==> src/rtl/uart_pkg.sv <==
// Shared UART definitions: transmitter state encoding and the baud divisor helper.
package uart_pkg;

    typedef enum logic [1:0] {
        IDLE,
        START,
        DATA,
        STOP
    } tx_state_t;

    function automatic int clks_per_bit(input int clk_freq, input int baud);
        return clk_freq / baud;
    endfunction

endpackage

==> src/rtl/baud_counter.sv <==
// Bit-time divider: counts 0..CLKS_PER_BIT-1 and flags the last cycle of each bit.
module baud_counter
    import uart_pkg::*;
#(
    parameter int CLKS_PER_BIT = 234
) (
    input  logic clk,
    input  logic reset_n,
    input  logic clear,
    output logic bit_end
);

    localparam int CNT_W = $clog2(CLKS_PER_BIT);
    localparam logic [CNT_W-1:0] LAST = CNT_W'(CLKS_PER_BIT - 1);

    logic [CNT_W-1:0] count;

    assign bit_end = !clear && (count == LAST);

    // Wrapping on bit_end keeps chained bits and frames gap-free.
    always_ff @(posedge clk or negedge reset_n) begin
        if (!reset_n) begin
            count <= '0;
        end else if (clear || bit_end) begin
            count <= '0;
        end else begin
            count <= count + 1'b1;
        end
    end

endmodule

==> src/rtl/fifo_uart_tx.sv <==
// FIFO-fed 8N1 UART transmitter: pops one FIFO entry per frame and chains frames with no idle gap.
module fifo_uart_tx
    import uart_pkg::*;
#(
    parameter int DATA_WIDTH   = 8,
    parameter int CLK_FREQ     = 27000000,
    parameter int BAUD         = 115200,
    parameter int CLKS_PER_BIT = clks_per_bit(CLK_FREQ, BAUD)
) (
    input  logic                  clk,
    input  logic                  reset_n,
    input  logic                  tx_enable,
    input  logic                  fifo_empty,
    input  logic [DATA_WIDTH-1:0] fifo_data,
    output logic                  fifo_read_en,
    output logic                  tx,
    output logic                  busy,
    output logic                  byte_done
);

    localparam int BIT_W = (DATA_WIDTH > 1) ? $clog2(DATA_WIDTH) : 1;
    localparam logic [BIT_W-1:0] LAST_BIT = BIT_W'(DATA_WIDTH - 1);

    tx_state_t             state, state_next;
    logic [DATA_WIDTH-1:0] shift_reg, shift_next, shifted;
    logic [BIT_W-1:0]      bit_cnt, bit_cnt_next;
    logic                  tx_next, read_en_next, busy_next, byte_done_next;
    logic                  bit_end, baud_clear, can_start;

    assign baud_clear = (state == IDLE);
    assign can_start  = tx_enable && !fifo_empty;
    assign shifted    = shift_reg >> 1;

    baud_counter #(
        .CLKS_PER_BIT(CLKS_PER_BIT)
    ) u_baud (
        .clk    (clk),
        .reset_n(reset_n),
        .clear  (baud_clear),
        .bit_end(bit_end)
    );

    // Every output is computed one cycle ahead so the registers below drive the pins.
    always_comb begin
        state_next     = state;
        shift_next     = shift_reg;
        bit_cnt_next   = bit_cnt;
        tx_next        = tx;
        read_en_next   = 1'b0;
        byte_done_next = 1'b0;
        case (state)
            IDLE: begin
                tx_next = 1'b1;
                if (can_start) begin
                    shift_next   = fifo_data;
                    read_en_next = 1'b1;
                    tx_next      = 1'b0;
                    state_next   = START;
                end
            end
            START: begin
                if (bit_end) begin
                    tx_next      = shift_reg[0];
                    bit_cnt_next = '0;
                    state_next   = DATA;
                end
            end
            DATA: begin
                if (bit_end) begin
                    if (bit_cnt == LAST_BIT) begin
                        tx_next      = 1'b1;
                        bit_cnt_next = '0;
                        state_next   = STOP;
                    end else begin
                        shift_next   = shifted;
                        tx_next      = shifted[0];
                        bit_cnt_next = bit_cnt + 1'b1;
                    end
                end
            end
            STOP: begin
                if (bit_end) begin
                    byte_done_next = 1'b1;
                    if (can_start) begin
                        shift_next   = fifo_data;
                        read_en_next = 1'b1;
                        tx_next      = 1'b0;
                        state_next   = START;
                    end else begin
                        tx_next    = 1'b1;
                        state_next = IDLE;
                    end
                end
            end
            default: begin
                tx_next    = 1'b1;
                state_next = IDLE;
            end
        endcase
        busy_next = (state_next != IDLE);
    end

    always_ff @(posedge clk or negedge reset_n) begin
        if (!reset_n) begin
            state        <= IDLE;
            shift_reg    <= '0;
            bit_cnt      <= '0;
            tx           <= 1'b1;
            fifo_read_en <= 1'b0;
            busy         <= 1'b0;
            byte_done    <= 1'b0;
        end else begin
            state        <= state_next;
            shift_reg    <= shift_next;
            bit_cnt      <= bit_cnt_next;
            tx           <= tx_next;
            fifo_read_en <= read_en_next;
            busy         <= busy_next;
            byte_done    <= byte_done_next;
        end
    end

endmodule

==> config.mk <==
export PLATFORM = sky130hd
export DESIGN_NAME = fifo_uart_tx
export DESIGN_NICKNAME = d
export VERILOG_FILES = /design/src/rtl/uart_pkg.sv /design/src/rtl/baud_counter.sv /design/src/rtl/fifo_uart_tx.sv
export SDC_FILE = /design/constraint.sdc
export NUM_CORES = 1
export LEC_CHECK = 0
export CAP_MARGIN = 20
export CORE_MARGIN = 3
export CORE_UTILIZATION = 42
export DETAILED_ROUTE_END_ITERATION = 10
export GPL_TIMING_DRIVEN = 0
export HOLD_SLACK_MARGIN = 0.06
export SLEW_MARGIN = 20
export SYNTH_ARGS = -nofsm -noshare
export SYNTH_HDL_FRONTEND = slang
export SYNTH_SLANG_ARGS = --single-unit
export TNS_END_PERCENT = 1
==> constraint.sdc <==
create_clock -name clk -period 2.3 [get_ports clk]
set_input_delay 0.23 -clock clk [delete_from_list [all_inputs] [get_ports clk]]
set_output_delay 0.23 -clock clk [all_outputs]
set_load 0.02 [all_outputs]
==> reports/qor.yml <==
logic_synthesis:
  synth_seq_area_share_pct: 46.7
  synthAdderAreaFrac_pct: 7.46
  synth_xor_area_share_pct: 3.91
  postSynthAreaPerCell_sq_um: 11.8
  synthesis.area_sq_um: 1340
  synth.distinct_cells: 31
  yosysWarnings: 0
  synthSimpleGateAreaFrac_pct: 16.3
  synth_nets: 134
  synthCells: 114
  synthMuxAreaShare_pct: 13.4
  ys_ff_latch: 25
  synth_compound_area_share_pct: 10.4
  synth_top_family_by_area: "simple AND/OR/NAND/NOR gates"
timing:
  setup_viol: 0
  tns_ps: 0
  fmax_mhz: 532
  relSlewSlack_pct: 63.5
  finalHoldViolations: 0
  period_needed_ps: 1880
  finalCritPeriodShare_pct: 81.8
  worst_pin_slew_ps: 547
  rsz0062_at_grt: "no"
  slew_viol_final: 0
  finalClockSkew_ps: 2.29
place:
  detailed_place_hpwl_mm: 1.72
  gp_congestion: 0.768
  io_buffers: 15
  placedCellCount: 171
cts:
  clock-sinks: 25
  clockBufferDepth: 2
  numCtsBuffers: 3
  h-tree-depth: 1
  post-cts-setup-buffers: 0
  cts_tree: "built"
  clock_latency_ps: 310
  path_clk_slew_ps: 130
  cts-root-buf: "clkbuf_4"
final_layout:
  layout-drive-gt1-share_pct: 23.9
  final_nets: 155
  final_util_pct: 54.4
  fin_cells: 176
  syn_to_final_growth_pct: 17.5
  num_antenna_cells: 0
min_path:
  hp-class: "primary input to asynchronous set/reset pin"
global_routing:
  grt_use_total_pct: 13.1
  grt_pass1_vias: 918
  grt-ovfl-total: 0
  grt_pass1_wl_mm: 4.22
  antenna_found_initial: 0
  grt_max_degree: 26
power:
  p_sw_uw: 598
  switching_share_pct: 36.2
  seq_power_share_pct: 40.5
  pwr-share-comb_pct: 47.9
  p_leak_uw: 0.000706
  ir_drop_mv: 0.557
  power.density_nw_per_um2: 1050
  intPower_uw: 1050
  clock_power_share_pct: 11.6
die:
  fp.dieW_um: 62.5
  die_area_sq_um: 3910
  rows: 19
  pin_count: 16
  core_sq_um: 2900
  start_util_pct: 46.3
  die_y_um: 62.5
worst_setup_path:
  required_ps: 2510
  arrival_ps: 2090
  critical_path.endpoint_type: "flip-flop"
  critPathKind: "flip-flop to flip-flop"
  critPathMaxFanout: 8
  crit_path_start_kind: "flip-flop"
route:
  via_per_inst: 5.15
  drt_iter0_markers: 21
  drt-pass1-iter-count: 3
  vias: 906
  drc: 0
  routedWlPerCell_um: 12.9
  wirelength_mm: 2.28
  ant_nets: 0
status:
  status: "completed"
job:
  maxCapViolCount: 0
cells by family (layout without fill, tap and decap cells):
| kind of cell | after synthesis | after routing |
|---|---|---|
| simple gates | 39 | 39 |
| flops | 25 | 25 |
| mux | 16 | 16 |
| compound gates | 14 | 14 |
| fa+ha+maj | 8 | 8 |
| xor+xnor | 6 | 6 |
| buf+inv | 6 | 26 |
cell usage after synthesis:
| master | number | share of area (%) |
|---|---|---|
| a31o_2 | 1 | 0.65 |
| nand2_1 | 7 | 2.0 |
| o32ai_1 | 2 | 1.3 |
| and2_2 | 1 | 0.56 |
| nand3_1 | 3 | 1.1 |
| o21ai_0 | 2 | 0.75 |
| nand4b_4 | 1 | 1.8 |
| or2_4 | 1 | 0.65 |
| dfstp_2 | 1 | 2.0 |
| ha_1 | 8 | 7.5 |
| and4bb_2 | 1 | 0.93 |
| dfrtp_1 | 24 | 45 |
| inv_1 | 4 | 1.1 |
| nand2b_1 | 1 | 0.47 |
| o221ai_4 | 1 | 2.0 |
| nand3b_1 | 2 | 1.1 |
| a2111oi_2 | 2 | 2.2 |
| nor2_1 | 16 | 4.5 |
| clkbuf_1 | 1 | 0.28 |
| nor3_1 | 3 | 1.1 |
| a32o_1 | 2 | 1.5 |
| nor3_4 | 1 | 1.2 |
| a21o_1 | 1 | 0.56 |
| buf_2 | 1 | 0.37 |
| a31oi_1 | 1 | 0.47 |
| a311oi_1 | 1 | 0.65 |
| xor2_1 | 2 | 1.3 |
| mux2_2 | 16 | 13 |
| nor2b_1 | 2 | 0.93 |
| xnor2_1 | 4 | 2.6 |
| a21oi_1 | 1 | 0.37 |
worst paths after layout:
path	cells after the start	to	from	slack, ps
max	5	shift_reg[6]	state[0]	420
min	2	u_baud.count[6]	reset_n	420
max reg2reg	5	shift_reg[6]	state[0]	420
min reg2reg	1	bit_cnt[1]	bit_cnt[1]	510
max in group asynchronous	2	tx	reset_n	1520
min in group clk	1	bit_cnt[1]	bit_cnt[1]	510
final cells by class:
| cell class | instances | area, sq um |
|---|---|---|
| buffer | 2 | 8.76 |
| clock buffer | 3 | 22.5 |
| clock inverter | 1 | 5.00 |
| fill | 282 | 1320 |
| inverter | 4 | 15.0 |
| multi-input combinational | 83 | 692 |
| sequential | 25 | 627 |
| tap | 42 | 52.6 |
| timing repair buffer | 16 | 155 |
power by group through the flow:
stage	logic, uW	registers [uW]	clock network (uW)
2_1_floorplan	593	681	0
3_3_place_gp	778	673	0
3_5_place_dp	797	681	0
4_1_cts	802	669	205
5_1_grt	888	690	225
6_report	791	668	192
per-layer routing:
metal	routed length, um	vias to the layer above	global-route usage (%)	part of all wire [%]
met1	1170	438	17.7	51
met4	19	0	4.13	0.83
met5	0	-	0	0
met2	1030	14	21.2	45
met3	65	2	2.52	2.9
li1	-	452	-	-
per-stage QoR:
step	hold slack, ps	total power [uW]	area, sq um	setup slack, ps
after CTS	427	1680	1580	414
final	415	1650	1580	419
after global placement	480	1450	1550	446
after floorplan	-65.6	1270	1340	665
after global routing	452	1800	1580	296
after detailed placement	250	1480	1540	429
repair_timing:
item	4_1_cts	5_1_grt
endpoints found under the hold margin	24	0
hold buffers	1	0
gates resized for setup	0	0
endpoints found under the setup margin	0	0
cell usage in the layout, fill, tap and decap left out, types with 2 or more instances in the layout:
cell / count
nand3b_1: 2
nand3_1: 3
o21ai_0: 2
xor2_1: 2
clkbuf_4: 3
clkdlybuf4s50_1: 14
dfrtp_1: 24
nand2_1: 7
buf_2: 2
a32o_1: 2
nor2b_1: 2
xnor2_1: 4
mux2_2: 16
nor2_1: 16
o32ai_1: 2
nor3_1: 3
a2111oi_2: 2
ha_1: 8
inv_1: 4
critical path, stage by stage (launching register included):
cell and delay, ps:
dfrtp_1 450, inv_1 90, ha_1 290, nor3_4 400, o221ai_4 230, mux2_2 320
Power figures use the tool's default switching activity.
